File: src/rtl/xs3_pkg.sv
// Shared state encoding, BCD/excess-3 constants and the digit validity check
// for the excess-3 count source.
package xs3_pkg;

  typedef enum logic [1:0] {
    IDLE  = 2'd0,
    RUN   = 2'd1,
    DRAIN = 2'd2
  } state_e;

  localparam logic [3:0] XS3_OFFSET = 4'd3;
  localparam logic [3:0] BCD_MAX    = 4'd9;

  function automatic logic is_bcd(input logic [3:0] digit);
    return (digit <= BCD_MAX);
  endfunction

endpackage

File: src/rtl/xs3_digit.sv
// One decimal digit: combinational up/down step with ripple carry/borrow,
// plus the +3 excess-3 encoder for the value being registered.
module xs3_digit
  import xs3_pkg::*;
(
  input  logic [3:0] digit_i,
  input  logic       up_i,
  input  logic       cin_i,
  input  logic [3:0] enc_i,
  output logic [3:0] nxt_c_o,
  output logic       cout_c_o,
  output logic [3:0] xs3_c_o
);

  // cin_i means "this digit must move"; cout_c_o passes the wrap on.
  always_comb begin
    nxt_c_o  = digit_i;
    cout_c_o = 1'b0;
    if (cin_i) begin
      if (up_i) begin
        if (digit_i >= BCD_MAX) begin
          nxt_c_o  = 4'd0;
          cout_c_o = 1'b1;
        end else begin
          nxt_c_o = digit_i + 4'd1;
        end
      end else begin
        if (digit_i == 4'd0) begin
          nxt_c_o  = BCD_MAX;
          cout_c_o = 1'b1;
        end else begin
          nxt_c_o = digit_i - 4'd1;
        end
      end
    end
  end

  assign xs3_c_o = enc_i + XS3_OFFSET;

endmodule

File: src/rtl/xs3_count_source.sv
// Multi-digit BCD counter presenting its count and excess-3 code through a
// valid/ready handshake; the count advances only on accepted transfers.
module xs3_count_source
  import xs3_pkg::*;
#(
  parameter int unsigned pDigits = 1
) (
  input  logic                   clk,
  input  logic                   rst_n,
  input  logic                   clr,
  input  logic                   en,
  input  logic                   up,
  input  logic                   load,
  input  logic [4*pDigits-1:0]   load_val,
  input  logic                   out_ready,
  output logic                   out_valid,
  output logic [4*pDigits-1:0]   HiCount,
  output logic [4*pDigits-1:0]   Excess_3_out,
  output logic                   carry,
  output logic                   load_err
);

  localparam int unsigned W = 4 * pDigits;

  state_e         state_q, state_d;
  logic [W-1:0]   count_q, count_d;
  logic [W-1:0]   xs3_q, xs3_d;
  logic           valid_q, valid_d;
  logic           carry_q, carry_d;
  logic           load_err_q, load_err_d;

  logic [W-1:0]   step_val;
  logic [W-1:0]   xs3_enc;
  logic [pDigits:0] chain;
  logic           load_ok;

  // Digit 0 always moves on a step; the last cout marks a full wrap.
  assign chain[0] = 1'b1;

  for (genvar g = 0; g < int'(pDigits); g++) begin : g_digit
    xs3_digit u_digit (
      .digit_i  (count_q[4*g +: 4]),
      .up_i     (up),
      .cin_i    (chain[g]),
      .enc_i    (count_d[4*g +: 4]),
      .nxt_c_o  (step_val[4*g +: 4]),
      .cout_c_o (chain[g+1]),
      .xs3_c_o  (xs3_enc[4*g +: 4])
    );
  end

  always_comb begin
    load_ok = 1'b1;
    for (int i = 0; i < int'(pDigits); i++) begin
      if (!is_bcd(load_val[4*i +: 4])) load_ok = 1'b0;
    end
  end

  // Next-state, count and pulse logic; clr overrides load and handshake.
  always_comb begin
    state_d    = state_q;
    count_d    = count_q;
    carry_d    = 1'b0;
    load_err_d = 1'b0;
    if (clr) begin
      state_d = IDLE;
      count_d = '0;
    end else begin
      case (state_q)
        IDLE: begin
          if (load) begin
            if (load_ok) count_d    = load_val;
            else         load_err_d = 1'b1;
          end else if (en) begin
            state_d = RUN;
          end
        end
        RUN: begin
          if (out_ready) begin
            count_d = step_val;
            carry_d = chain[pDigits];
            if (!en) state_d = IDLE;
          end else if (!en) begin
            state_d = DRAIN;
          end
        end
        DRAIN: begin
          if (out_ready) begin
            count_d = step_val;
            carry_d = chain[pDigits];
            state_d = IDLE;
          end
        end
        default: begin
          state_d = IDLE;
          count_d = '0;
        end
      endcase
    end
    xs3_d   = xs3_enc;
    valid_d = (state_d != IDLE);
  end

  always_ff @(posedge clk) begin
    if (!rst_n) begin
      state_q    <= IDLE;
      count_q    <= '0;
      xs3_q      <= {pDigits{XS3_OFFSET}};
      valid_q    <= 1'b0;
      carry_q    <= 1'b0;
      load_err_q <= 1'b0;
    end else begin
      state_q    <= state_d;
      count_q    <= count_d;
      xs3_q      <= xs3_d;
      valid_q    <= valid_d;
      carry_q    <= carry_d;
      load_err_q <= load_err_d;
    end
  end

  assign out_valid    = valid_q;
  assign HiCount      = count_q;
  assign Excess_3_out = xs3_q;
  assign carry        = carry_q;
  assign load_err     = load_err_q;

endmodule

File: config.mk
export PLATFORM = sky130hd
export DESIGN_NAME = xs3_count_source
export DESIGN_NICKNAME = d
export VERILOG_FILES = /design/src/rtl/xs3_pkg.sv /design/src/rtl/xs3_digit.sv /design/src/rtl/xs3_count_source.sv
export SDC_FILE = /design/constraint.sdc
export NUM_CORES = 1
export LEC_CHECK = 0
export CAP_MARGIN = 20
export CORE_MARGIN = 8
export CORE_UTILIZATION = 45
export DETAILED_ROUTE_END_ITERATION = 10
export PLACE_DENSITY = 0.85
export SLEW_MARGIN = 10
export SYNTH_ARGS = -nofsm -noshare
export SYNTH_HDL_FRONTEND = slang
export SYNTH_SLANG_ARGS = --single-unit
export TNS_END_PERCENT = 10
File: constraint.sdc
create_clock -name clk -period 3.2 [get_ports clk]
set_input_delay 0.8 -clock clk [delete_from_list [all_inputs] [get_ports clk]]
set_output_delay 0.8 -clock clk [all_outputs]
set_load 0.02 [all_outputs]
# Yosys cells after proc, flatten, opt, wreduce, memory -nomap -nowiden
# Cells that the tools add are included.
totals:
  input_bits: 11
  reg_bits: 13
  word_cells: 44
  out_inout_bits: 11
op_classes:
  eq_ne: 2
  bitwise: 5
  order_cmp: 2
  reduce_logical: 6
  n_mux: 20
  n_addsub: 3
op_table:
  columns: ["op", "count"]
  rows:
  - ["2-to-1 mux 4 bit", 7]
  - ["2-to-1 mux 2 bit", 7]
  - ["case mux 4 bit (2 select lines)", 1]
  - ["OR reduction 4 bit", 2]
  - ["case mux 2 bit (3 select lines)", 1]
  - ["NOT 1 bit", 5]
  - ["adder 4 x 1 -> 4 bit (second input constant)", 1]
  - ["adder 4 x 2 -> 4 bit (second input constant)", 1]
  - [">= comparator 4 bit (second input constant)", 1]
  - ["<= comparator 4 bit (second input constant)", 1]
  - ["zero test 4 bit", 1]
  - ["2-to-1 mux 1 bit", 4]
  - ["subtractor 4 x 1 -> 4 bit (second input constant)", 1]
  - ["equality test 2 x 1 -> 1 bit (second input constant)", 1]
  - ["equality test 2 bit (second input constant)", 1]
  - ["zero test 2 bit", 1]
  - ["nonzero test 2 bit", 1]
  - ["OR reduction 2 bit", 1]

# Depth between registers and ports, before layout
logic_depth:
  depth_word: 7
  ltp_mapped: 10
  depth_no_buf: 10

# Modules after synthesis
# Synthesis repeated with hierarchy kept, for this count alone.
unflattened:
  cells_unflattened: 128
  area_unflattened_um2: 1048.5
by_module_without_submodules:
  columns: ["module", "instances", "cells_per_inst", "seq_area_each_um2", "area_each_um2"]
  rows:
  - ["xs3_count_source", 1, 80, 260.2, 698.2]
  - ["xs3_digit", 1, 48, 0.0, 350.3]

# Worst setup path after synthesis
# OpenSTA, ideal clock, no wires.
synth_timing:
  path_kind: "input port to flip-flop"
  start: "in up"
  end: "reg xs3_q[2], in the netlist Excess_3_out[2]"
  path_buffers: 0
  path_stages: 7
  slack_ns: 0.613
  setup_ns: 0.116
  arrival_ns: 2.471
  cell_sequence: "or4b_1 -> a31oi_1 -> or2_2 -> nand2_1 -> ha_1 -> or4_1 -> and3_1"
synth_between:
  elab_chain_len: 5
synth_rtl:
  columns: ["item", "line_no", "source"]
  rows:
  - ["start: declaration", "xs3_count_source.sv:12", "input logic up,"]
  - ["2-to-1 mux 4 bit", "xs3_digit.sv:20", "if (up_i) begin"]
  - ["2-to-1 mux 4 bit", "xs3_count_source.sv:79, xs3_count_source.sv:88", null]
  - ["case mux 4 bit (2 select lines)", "xs3_count_source.sv:69", "case (state_q)"]
  - ["2-to-1 mux 4 bit", "xs3_count_source.sv:65", "if (clr) begin"]
  - ["adder 4 x 2 -> 4 bit", "xs3_digit.sv:38", "assign xs3_c_o = enc_i + XS3_OFFSET;"]
  - ["end signal: assignment", "xs3_count_source.sv:108", "xs3_q <= {pDigits{XS3_OFFSET}};"]
  - ["end signal: assignment", "xs3_count_source.sv:115", "xs3_q <= xs3_d;"]
  - ["end: declaration", "xs3_count_source.sv:27", "logic [W-1:0] xs3_q, xs3_d;"]
# No other way between the ends.
# A chain may end at the register's enable or synchronous reset.

# Final worst setup path
# Ends and elaborated chain as after synthesis.

==> impl_summary.txt <==
----------------------------------------------------
[Timing]
  Setup repair after global routing missed its margin ... no
  Hold Fails Final Rpt ... 0
  Pins Over Slew Limit ... 0
  Smallest hold slack ... 0.5880 ns
  Final clock period utilization by the worst path ... 0.9087
  Setup_tns ... 0 ns
  Worst slew margin ... 0.7689
  Fmax ... 343.9 MHz
  Slew at the pin with the worst max-slew slack ... 0.3430 ns
  Count of final setup violators ... 0
  Clock Skews ... 0.003646 ns
  Final critical-path required period ... 2.908 ns

[Placed design]
  Placed Cells incl. Taps ... 152
  IO Port Bufs ... 21
  Detailed placement HPWL ... 1728 um
  Last weighted congestion value of the routability-driven placer ... 0.8023

[Floorplan]
  Die area ... 3542 um2
  Number of core rows ... 15
  Die height ... 59.52 um
  Starting utilization of the core area ... 0.4882
  Die width ... 59.52 um
  Placeable Area ... 1745 um2
  I/O pin total ... 22

[Logic synthesis]
  Synth area leader ... dfxtp_1
  Flip-flop and latch count after synthesis ... 13
  Area contributors post-synth ... dfxtp_1 31%, ha_1 12%, o21ai_0 5.3%
  Share of the synthesized area in the top cell type ... 0.3054
  Commonest cells in the netlist ... 13 x dfxtp_1, 11 x nand2_1, 9 x o21ai_0
  Count of synthesis-stage warnings from yosys ... 0
  Syn Nets ... 125
  Top-count cell post-synth ... dfxtp_1
  Per-instance average area after synthesis ... 8.038 um2
  Synth Instances ... 106
  Number of distinct library cell variants in the gate-level netlist after synthesis ... 36
  EDFF count, synth ... 0
  Top FF cell, synth ... dfxtp_1
  Async set-reset flop share out of synthesis ... 0
  Post-synth design cell area ... 852.1 um2
  Sequential element share of the synthesized area ... 0.3054

[Clocking]
  Post-cts gate resize count ... 0
  Clock latency on the worst-skew pair ... 0.27 ns
  Buffers inserted by post-CTS timing repair ... 0
  Post-CTS clock slew at the launch and capture registers of the worst setup and hold paths ... 0.08 ns
  Post-CTS Hold Buffers ... 0
  Clk Tree Root Cell ... clkbuf_4
  Maximum clock insertion buffer count ... 2
  Number of sinks on the clock net ... 13
  TritonCTS clock tree ... built
  TritonCTS Buffers ... 3
  H-tree depth reported by CTS ... 1

[Finish]
  Area occupied by multi-input gates ... 550.5 um2
  ANT cells ... 0
  Share of layout cells above drive strength 1 ... 0.08397
  Reg area ... 260.3 um2
  Area added between synthesis and finish ... 32.01%
  Fillers ... 165
  Fin util ... 0.6444
  Final #Nets ... 151
  Final std cells w/o fill ... 156

[Pwr]
  Total chip power ... 353.2 uW
  Switching power of the nets ... 98.83 uW
  Comb pwr share ... 0.237
  Leakage power ... 0.0004309 uW
  Worst VDD drop ... 203.1 uV
  Power Internal ... 254.4 uW
  Share of total power in sequential cells ... 0.488
  Share of total power in the clock network ... 0.275
  Ratio of total power to cell area ... 314.0 nW/um2
  Switching share of power ... 0.2798

[Route]
  First-pass iteration count of the detailed router ... 4
  Remaining DRCs ... 0
  Overall routed net length ... 2210 um
  Vias per cell ... 5.628
  Antenna-violating nets left ... 0
  Detail-routed net length per standard cell ... 14.17 um
  1st-iter DRT viols ... 27
  Total number of vias ... 878

[Critical path]
  CP cell instances ... clkdlybuf4s50_1, or4b_1, a31oi_1, or2_2, nand2_1, ha_1, or4_1, and3_1
  Critical path data arrival time ... 3.08 ns
  Startpoint Class ... primary input
  CP max stage cell ... or4b_1
  Critical path origin ... up
  Highest cell delay on the worst timing path ... 0.52 ns
  Required time reported for the critical path endpoint ... 3.37 ns
  Critical Path Fanout Max ... 3
  Launch point of the worst reg-to-reg path ... HiCount[0]
  Critical path class ... primary input to flip-flop
  Endpoint class of the critical path ... flip-flop

[Global route]
  Number of antenna violations at the first check in global routing ... 0
  First-pass GRT wire length ... 3670 um
  Vias in the first global route ... 873
  Maximum number of pins on one net before global-route repair ... 11
  Overall overflow remaining after global route ... 0
  Total track usage ... 0.1324

[Run]
  Number of max-capacitance violations reported ... 0

[Hold path]
  Worst hold start ... state_q[0]
  Worst hold path type ... flip-flop to flip-flop

[Run status]
  Outcome ... finished, final reports clean

----------------------------------------------------
-- layout by cell type, fill, tap and decap left out, drive strengths merged, types with 2 or more instances in the layout --
master and instances:
nand2 11, or4b 2, dfxtp 13, or4 2
inv 8, nand3 5, o211ai 3, a31oi 4
or2 2, nor3 2, nor2b 3, buf 2
clkdlybuf4s50 21, o21ai 9, nand2b 3, nor2 6
a21oi 6, ha 8, clkbuf 3
-- logic make-up (layout without fill, tap and decap cells) --
| family | after synthesis | in the layout | share of synthesized area |
|---|---|---|---|
| xor+xnor | 1 | 1 | 0.01028 |
| compound gates | 32 | 32 | 0.2511 |
| fa+ha+maj | 8 | 8 | 0.1175 |
| simple gates | 42 | 42 | 0.2673 |
| buf+inv | 10 | 35 | 0.04846 |
| flops | 13 | 13 | 0.3054 |
-- state kept, by name, summed over array words and instances (netlist names) --
signal / flops
load_err: 1
HiCount: 4
state_q: 2
out_valid: 1
carry: 1
Excess_3_out: 4
-- path summary, 6_finish.rpt --
kind / endpoint / slack, ns / cells after the start
worst max-delay path: Excess_3_out[2] / 0.29 / 8
worst min-delay path: state_q[0] / 0.59 / 2
worst max register to register: Excess_3_out[2] / 0.50 / 9
worst min register to register: state_q[0] / 0.59 / 2
-- per-stage QoR --
step / instance area [um2] / worst slack (ns)
2_1_floorplan: 852.1 / 0.6132
3_3_place_gp: 1097 / 0.1364
3_5_place_dp: 1097 / 0.07398
4_1_cts: 1125 / 0.3458
5_1_grt: 1125 / 0.2183
6_report: 1125 / 0.2921
-- power by group through the flow --
stage               clock (uW)  combinational [uW]  sequential, uW
floorplan                    0                39.5             181
CTS                       98.2                82.5             172
global placement             0                78.8             176
global route               107                92.1             173
detailed placement           0                81.9             176
finish                    97.1                83.7             172
-- layout make-up --
type	count	share of cell area
multi-input combinational	83	0.4894
sequential	13	0.2314
timing repair buffer	23	0.2002
tap	25	0.02781
inverter	8	0.02670
clock buffer	3	0.02002
clock inverter	1	0.004449
-- critical path, delay by kind of cell --
kind,cells,cell delay [ns]
and+or+nand+nor,5,1.40
buffers and inverters,1,0.41
AOI/OAI and AO/OA,1,0.24
adders and majority gates,1,0.22
-- layer usage --
metal / part of all wire / global-route usage / vias to the layer above
li1: - / - / 434
met1: 0.42 / 0.1402 / 395
met2: 0.48 / 0.2296 / 40
met3: 0.068 / 0.03471 / 9
met4: 0.031 / 0.07483 / 0
met5: 0 / 0 / -
Power figures use the tool's default switching activity.
